<file path="config.mk">
export PLATFORM = sky130hd
export DESIGN_NAME = lcd_line_arbiter
export DESIGN_NICKNAME = d
export VERILOG_FILES = /design/src/rtl/lcd_line_arbiter_pkg.sv /design/src/rtl/lcd_line_arbiter_rr_arb2.sv /design/src/rtl/lcd_line_arbiter.sv
export SDC_FILE = /design/constraint.sdc
export NUM_CORES = 1
export LEC_CHECK = 0
export ABC_CLOCK_PERIOD_IN_PS = 7500
export CAP_MARGIN = 20
export CELL_PAD_IN_SITES_DETAIL_PLACEMENT = 1
export CELL_PAD_IN_SITES_GLOBAL_PLACEMENT = 2
export CORE_MARGIN = 5
export CORE_UTILIZATION = 22
export CTS_CLUSTER_DIAMETER = 200
export CTS_CLUSTER_SIZE = 16
export DETAILED_ROUTE_END_ITERATION = 10
export PLACE_DENSITY = 0.87
export REMOVE_ABC_BUFFERS = 1
export SLEW_MARGIN = 20
export SYNTH_ARGS = -nofsm -noshare
export SYNTH_HDL_FRONTEND = slang
export SYNTH_SLANG_ARGS = --single-unit
export TNS_END_PERCENT = 1
</file>
<file path="constraint.sdc">
create_clock -name clock -period 7.5 [get_ports clock]
set_input_delay 1.5 -clock clock [delete_from_list [all_inputs] [get_ports clock]]
set_output_delay 1.5 -clock clock [all_outputs]
set_load 0.005 [all_outputs]
</file>
<file path="src/rtl/lcd_line_arbiter_pkg.sv">
// Shared types and constants for the LCD line arbiter.
package lcd_line_arbiter_pkg;
  localparam int LCD_LINE_W = 128;

  // Sixteen ASCII spaces: what the panel shows before anything is granted.
  localparam logic [LCD_LINE_W-1:0] LCD_BLANK_LINE = {16{8'h20}};

  typedef enum logic [2:0] {
    IDLE,
    LOAD,
    WAIT_BUSY,
    WAIT_DONE,
    HOLD
  } state_t;
endpackage

</file>
<file path="src/rtl/lcd_line_arbiter_rr_arb2.sv">
// Two-input round-robin pick: on a tie the side not named by i_last wins.
module lcd_rr_arb2 (
  input  logic i_req0,
  input  logic i_req1,
  input  logic i_last,
  output logic o_any,
  output logic o_idx
);
  // Combinational grant; o_idx only meaningful when o_any is high.
  always_comb begin
    o_any = i_req0 | i_req1;
    if (i_req0 && i_req1) o_idx = ~i_last;
    else                  o_idx = i_req1;
  end
endmodule

</file>
<file path="src/rtl/lcd_line_arbiter.sv">
// Arbitrates two line sources onto one LCD controller, holding each
// written line on the panel for HOLD_CYCLES before the next grant.
module lcd_line_arbiter
  import lcd_line_arbiter_pkg::*;
#(
  parameter int HOLD_CYCLES  = 1000,
  parameter int BUSY_TIMEOUT = 15
) (
  input  logic                  clock,
  input  logic                  reset,
  input  logic                  req0,
  input  logic [LCD_LINE_W-1:0] msg0,
  output logic                  ack0,
  input  logic                  req1,
  input  logic [LCD_LINE_W-1:0] msg1,
  output logic                  ack1,
  input  logic                  lcd_busy,
  output logic                  lcd_load,
  output logic [LCD_LINE_W-1:0] lcd_msg,
  output logic                  owner,
  output logic                  timeout_err
);
  localparam logic [15:0] HOLD_LAST = 16'(HOLD_CYCLES - 1);
  localparam logic [7:0]  BUSY_LAST = 8'(BUSY_TIMEOUT - 1);

  state_t                  r_state, w_next;
  logic [LCD_LINE_W-1:0]   r_msg;
  logic                    r_owner, r_last;
  logic                    r_ack0, r_ack1, r_terr;
  logic [15:0]             r_hcnt;
  logic [7:0]              r_bcnt;
  logic                    w_any, w_idx;
  logic                    w_grant, w_ack, w_timeout, w_hold_done;

  lcd_rr_arb2 u_arb (
    .i_req0 (req0),
    .i_req1 (req1),
    .i_last (r_last),
    .o_any  (w_any),
    .o_idx  (w_idx)
  );

  // State register; reset aborts any in-flight write.
  always_ff @(posedge clock or posedge reset) begin
    if (reset) r_state <= IDLE;
    else       r_state <= w_next;
  end

  // Next-state and single-cycle event decode.
  always_comb begin
    w_next      = r_state;
    w_grant     = 1'b0;
    w_ack       = 1'b0;
    w_timeout   = 1'b0;
    w_hold_done = 1'b0;
    case (r_state)
      IDLE: if (w_any) begin
        w_grant = 1'b1;
        w_next  = LOAD;
      end
      LOAD: w_next = WAIT_BUSY;
      WAIT_BUSY: begin
        if (lcd_busy) w_next = WAIT_DONE;
        else if (r_bcnt == BUSY_LAST) begin
          w_timeout = 1'b1;
          w_next    = HOLD;
        end
      end
      WAIT_DONE: if (!lcd_busy) begin
        w_ack  = 1'b1;
        w_next = HOLD;
      end
      HOLD: if (r_hcnt == HOLD_LAST) begin
        w_hold_done = 1'b1;
        w_next      = IDLE;
      end
      default: w_next = IDLE;
    endcase
  end

  // Datapath: message latch, ownership, acks, sticky error, dwell counters.
  always_ff @(posedge clock or posedge reset) begin
    if (reset) begin
      r_msg   <= LCD_BLANK_LINE;
      r_owner <= 1'b0;
      r_last  <= 1'b1;
      r_ack0  <= 1'b0;
      r_ack1  <= 1'b0;
      r_terr  <= 1'b0;
      r_hcnt  <= '0;
      r_bcnt  <= '0;
    end else begin
      r_ack0 <= w_ack & ~r_owner;
      r_ack1 <= w_ack &  r_owner;
      if (w_grant) begin
        r_msg   <= w_idx ? msg1 : msg0;
        r_owner <= w_idx;
      end
      if (w_timeout)   r_terr <= 1'b1;
      if (w_hold_done) r_last <= r_owner;
      // Counters run only in their own state, so they read zero on entry.
      r_bcnt <= (r_state == WAIT_BUSY) ? r_bcnt + 8'd1  : 8'd0;
      r_hcnt <= (r_state == HOLD)      ? r_hcnt + 16'd1 : 16'd0;
    end
  end

  assign lcd_load    = (r_state == LOAD);
  assign lcd_msg     = r_msg;
  assign owner       = r_owner;
  assign ack0        = r_ack0;
  assign ack1        = r_ack1;
  assign timeout_err = r_terr;
endmodule

</file>
After elaboration in Yosys (flattened, before gate mapping). Cells that the tools add are included.

Equality and inequality tests: 10. Mux-type cells: 19. Reductions and logical operators: 3. Add/subtract/negate cells: 2. Bitwise logic cells: 5.

Operator list (number): 128-bit two-way mux (1); 16-bit by 1-bit adder with 16-bit output (second input constant) (1); 16-bit by 10-bit equality test with 1-bit output (second input constant) (1); 16-bit two-way mux (1); 3-bit two-way mux (5); 3-bit case mux with 5 select lines (1); 1-bit two-way mux (10); 8-bit by 1-bit adder with 8-bit output (second input constant) (1); 8-bit by 4-bit equality test with 1-bit output (second input constant) (1); 8-bit two-way mux (1); 3-bit by 2-bit equality test with 1-bit output (second input constant) (2); 2-bit inequality test (second input constant) (2); 4-bit AND reduction (1); 3-bit by 1-bit equality test with 1-bit output (second input constant) (1); 3-bit equality test (second input constant) (1); 3-bit zero test (1); 3-bit inequality test (second input constant) (1); 1-bit bitwise AND (2); 2-bit by 1-bit inequality test with 1-bit output (second input constant) (1); 1-bit NOT (2); 1-bit logical AND (1); 1-bit OR (1).

Output and inout port bits: 133. Input port bits: 261. Logic and storage cells: 48. Register bits after elaboration: 160.

Longest topological paths before layout.
Depth in word-level cells: 4. Depth in mapped cells: 8. Gate-level depth less buffers: 6.

Modules after synthesis. From an unflattened synthesis, not the netlist that was laid out.

Cells, all modules: 704. Area total of the unflattened synthesis: 7333.3 µm².

Modules (own cells, without submodules): lcd_line_arbiter (sequential area each 4025.1 µm², instances 1, cells each 702, area each 7319.5 µm²); lcd_rr_arb2 (sequential area each 0.0 µm², instances 1, cells each 2, area each 13.8 µm²).

Worst setup path after synthesis. Ideal clock, no wire load.

Kind: input to register. Start: in req1. End: reg r_msg[59], in the netlist lcd_msg[59]. Buffers on the path: 2. Setup time: 137 ps. Arrival: 2636 ps. Stages: 5. Data required time: 7363 ps. Setup slack: 4727 ps. Cell sequence: a21boi_1 > buf_2 > clkbuf_1 > mux2i_1 > a21oi_1.

Longest elaborated chain between the ends: 3. Elaborated cells on any way between the ends: 6. Classes of those cells: mux (4); bitwise (1); reduce/logical (1).

Ends and longest elaborated chain: start, declared (line lcd_line_arbiter.sv:14) `input logic req1,`; 1-bit OR / 1-bit logical AND (equally long branches) (line lcd_line_arbiter_rr_arb2.sv:11, lcd_line_arbiter_rr_arb2.sv:12); 1-bit two-way mux (on tied branches) (line lcd_line_arbiter.sv:57, lcd_line_arbiter_rr_arb2.sv:12); 1-bit two-way mux / 128-bit two-way mux (equally long branches) (line lcd_line_arbiter.sv:56, lcd_line_arbiter.sv:96); end signal, assigned (line lcd_line_arbiter.sv:96) `r_msg <= w_idx ? msg1 : msg0;`; end, declared (line lcd_line_arbiter.sv:27) `logic [LCD_LINE_W-1:0] r_msg;`.

Parallel ways exist; a longest one is shown, timed or not. A chain may end at the register's enable or synchronous reset.

Worst setup path after layout.
Start: in req0. End: reg r_msg[120], in the netlist lcd_msg[120].

Longest elaborated chain between the ends: 3. Elaborated cells on any way between the ends: 6. Classes of those cells: mux (4); bitwise (1); reduce/logical (1).

Ends and longest elaborated chain: start, declared (line lcd_line_arbiter.sv:11) `input logic req0,`; 1-bit OR / 1-bit logical AND (equally long branches) (line lcd_line_arbiter_rr_arb2.sv:11, lcd_line_arbiter_rr_arb2.sv:12); 1-bit two-way mux (on tied branches) (line lcd_line_arbiter.sv:57, lcd_line_arbiter_rr_arb2.sv:12); 1-bit two-way mux / 128-bit two-way mux (equally long branches) (line lcd_line_arbiter.sv:56, lcd_line_arbiter.sv:96).

Parallel ways exist; a longest one is shown, timed or not.

==> summary.md <==
| Metric | Value |
|---|---|
| Number of remaining DRC errors | 0 |
| WS Path Type | in -> reg |
| CTS Hold Bufs | 0 |
| TritonCTS buffer count | 17 |
| FP Rows | 66 |
| Power share of the combinational group | 0.424 |
| Avg Inst Size Synth | 10.33 sq um |
| Commonest non-fill, non-tap cell in the layout | clkdlybuf4s50_1 |
| Setup TNS | 0 ns |
| P per Cell Area | 330.7 mW/mm^2 |
| CP dominant cell by count | nor2_1 |
| Max_slew headroom | 0.3483 |
| #FFs+latches synth | 160 |
| Flop2flop setup slack | 5.00 ns |
| Clock network power share | 0.217 |
| Initial core utilization | 0.2243 |
| Hold_sp | timeout_err |
| Fin area | 0.01230 sq mm |
| Internal power | 2.663 mW |
| CP Data Arrival Time | 3.72 ns |
| Share of cells above drive strength 1 | 0.05586 |
| CP max-delay cell | buf_4 |
| Max Cap Viol | 0 |
| Period minus WS final | 3.373 ns |
| Initial antenna violation count | 1 |
| Post-Synthesis Cells | 710 |
| Clk buf depth | 2 |
| Fmax achieved | 296.5 MHz |
| Critical path, cell by cell | clkdlybuf4s50_1, nor2_1, nor2b_4, buf_4, nor2_1, a21oi_1 |
| Vias per cell | 4.313 |
| Yosys warning count | 0 |
| Iteration-0 DRC Markers | 212 |
| Final non-filler cell total | 1534 |
| Synth area leaders | dfrtp_1 49%, mux2i_1 18%, a21oi_1 9.2%, nor2_1 7.8%, dfstp_2 6.1% |
| Maximum fanout along the worst path | 95 |
| Commonest cells after routing, fill and taps aside | 393 x clkdlybuf4s50_1, 152 x nor2_1, 143 x dfrtp_1, 135 x a21oi_1, 129 x mux2i_1 |
| Crit path to | lcd_msg[120] |
| Die area | 0.03709 sq mm |
| # diodes | 0 |
| Yosys top cell by area | dfrtp_1 |
| Leak | 5.095 nW |
| CTS tree | built |
| Via count | 6616 |
| Later-pin clock latency in the skew report | 0.43 ns |
| Pre-CTS setup slack | 3.721 ns |
| Yosys top cell area share | 0.4880 |
| Fin. max-slew vios | 0 |
| Dpl cells | 1502 |
| First-pass GRT wire length | 39850 microns |
| Final worst-path cycle share | 0.4497 |
| Worst setup path start | req0 |
| DP Wirelength | 20560 microns |
| Hold Violations, Final | 0 |
| Util after Layout | 0.3762 |
| Asr flop ratio synth | 1.000 |
| # port buffers | 393 |
| Worst hold path class | reg -> reg |
| Sequential-to-total area share from yosys stat | 0.5489 |
| Worst-path clk slew | 0.08 ns |
| Number of enable flip-flop cells after synthesis | 0 |
| PostCTS Resize Cnt | 0 |
| Slowest cell delay on critical path | 0.76 ns |
| RSZ-0062 raised after global routing | false |
| Final ANT Viol Nets | 0 |
| H-tree level count | 4 |
| Setup violators final | 0 |
| Total chip power | 4.069 mW |
| R2r startpoint | r_state[0] |
| # clock sinks | 160 |
| R2R cell count | 5 |
| Largest net degree at the start of global routing | 141 |
| Post-Syn Area | 0.007333 sq mm |
| Crit start category | input pin |
| Worst slew pin tran | 0.9775 ns |
| Crit. End Element | flip-flop |
| Routability cong. | 0.7215 |
| Total Nets Final | 1343 |
| Outcome | finished, final reports clean |
| R2R Path End | lcd_msg[120] |
| Worst IR Drop VDD | 0.2053 mV |
| Die Span Y | 192.6 microns |
| DRT Pass-1 Iters | 4 |
| Psw | 1.406 mW |
| Reg power frac | 0.359 |
| Layout area overhead | 67.77% |
| Core area | 0.03270 sq mm |
| WP data required | 7.84 ns |
| # IOs | 394 |
| Grt ovf | 0 |
| Switch share | 0.3456 |
| Clock Root Buffer | clkbuf_16 |
| Yosys cell types | 38 |
| Vias in the first global route | 6949 |
| GR Util All Layers | 0.1379 |
| Die Wd | 192.6 microns |
| Smallest hold slack | 0.4668 ns |
| Worst Setup Slack, final | 4.127 ns |
| Final wirelength | 26920 microns |
| Placed inst area | 0.01171 sq mm |
| Clk_skew | 0.01588 ns |
| Routed WL per cell | 17.55 microns |
| Postcts setup bufs | 0 |
| Post-synth top flop | dfrtp_1 |
## area by class of cell
cell class,count,area (sq um)
Fill cell,3706,20400
Sequential cell,160,4025
Timing Repair Buffer,397,3989
Multi-Input combinational cell,495,3110
Tap cell,442,553.0
Clock buffer,17,425.4
Clock inverter,15,165.2
Inverter,8,35.03
## critical path: cells and delay by family
kind	cells	cell delay, ns
buffers and inverters	2	1.28
AO/OA/AOI/OAI	1	0.18
AND/OR/NAND/NOR	3	0.66
## registers in the layout (all words and copies together) (netlist names)
name	flops
ack0	1
ack1	1
lcd_msg	128
owner	1
r_bcnt	8
r_hcnt	16
r_last	1
r_state	3
timeout_err	1
## cell usage after synthesis (2+ instances only)
cell type,n
a21oi_1,135
and2_1,2
buf_1,2
buf_2,8
clkbuf_1,37
dfrtp_1,143
dfstp_2,17
ha_1,3
inv_1,8
mux2i_1,129
nand2_1,10
nand2b_1,2
nand3_1,6
nand4_1,4
nor2_1,152
nor3_1,7
nor3b_1,2
nor4_1,2
o21ai_0,5
or3_1,6
xnor2_1,6
xor2_1,8
## worst min path at each step
stage / to / slack, ns / cells after the start
floorplan: timeout_err / 0.45 / 1
global placement: timeout_err / 0.45 / 1
detailed placement: timeout_err / 0.45 / 1
CTS: timeout_err / 0.47 / 1
global route: timeout_err / 0.50 / 1
finish: timeout_err / 0.47 / 1
## kinds of logic after synthesis
logic type,synth area share
adder cells (fa/ha/maj),0.005119
AND/OR/NAND/NOR,0.1203
AO/OA/AOI/OAI,0.1019
buffers and inverters,0.02952
XOR/XNOR,0.01672
flip-flops,0.5489
multiplexers,0.1776
## layer usage
layer  share of wire  global-route usage
met5         0.00041                   0
met3           0.094             0.05246
met4           0.013             0.02935
met1            0.38              0.1529
met2            0.51              0.2510
## power groups by stage
stage / clock [mW] / combinational, mW / sequential (mW)
finish: 0.883 / 1.72 / 1.46
detailed placement: 0 / 1.77 / 1.48
global route: 0.954 / 1.90 / 1.51
global placement: 0 / 1.71 / 1.47
CTS: 0.913 / 1.77 / 1.47
floorplan: 0 / 0.794 / 1.50
No activity file was read; power rests on OpenSTA's default activity.
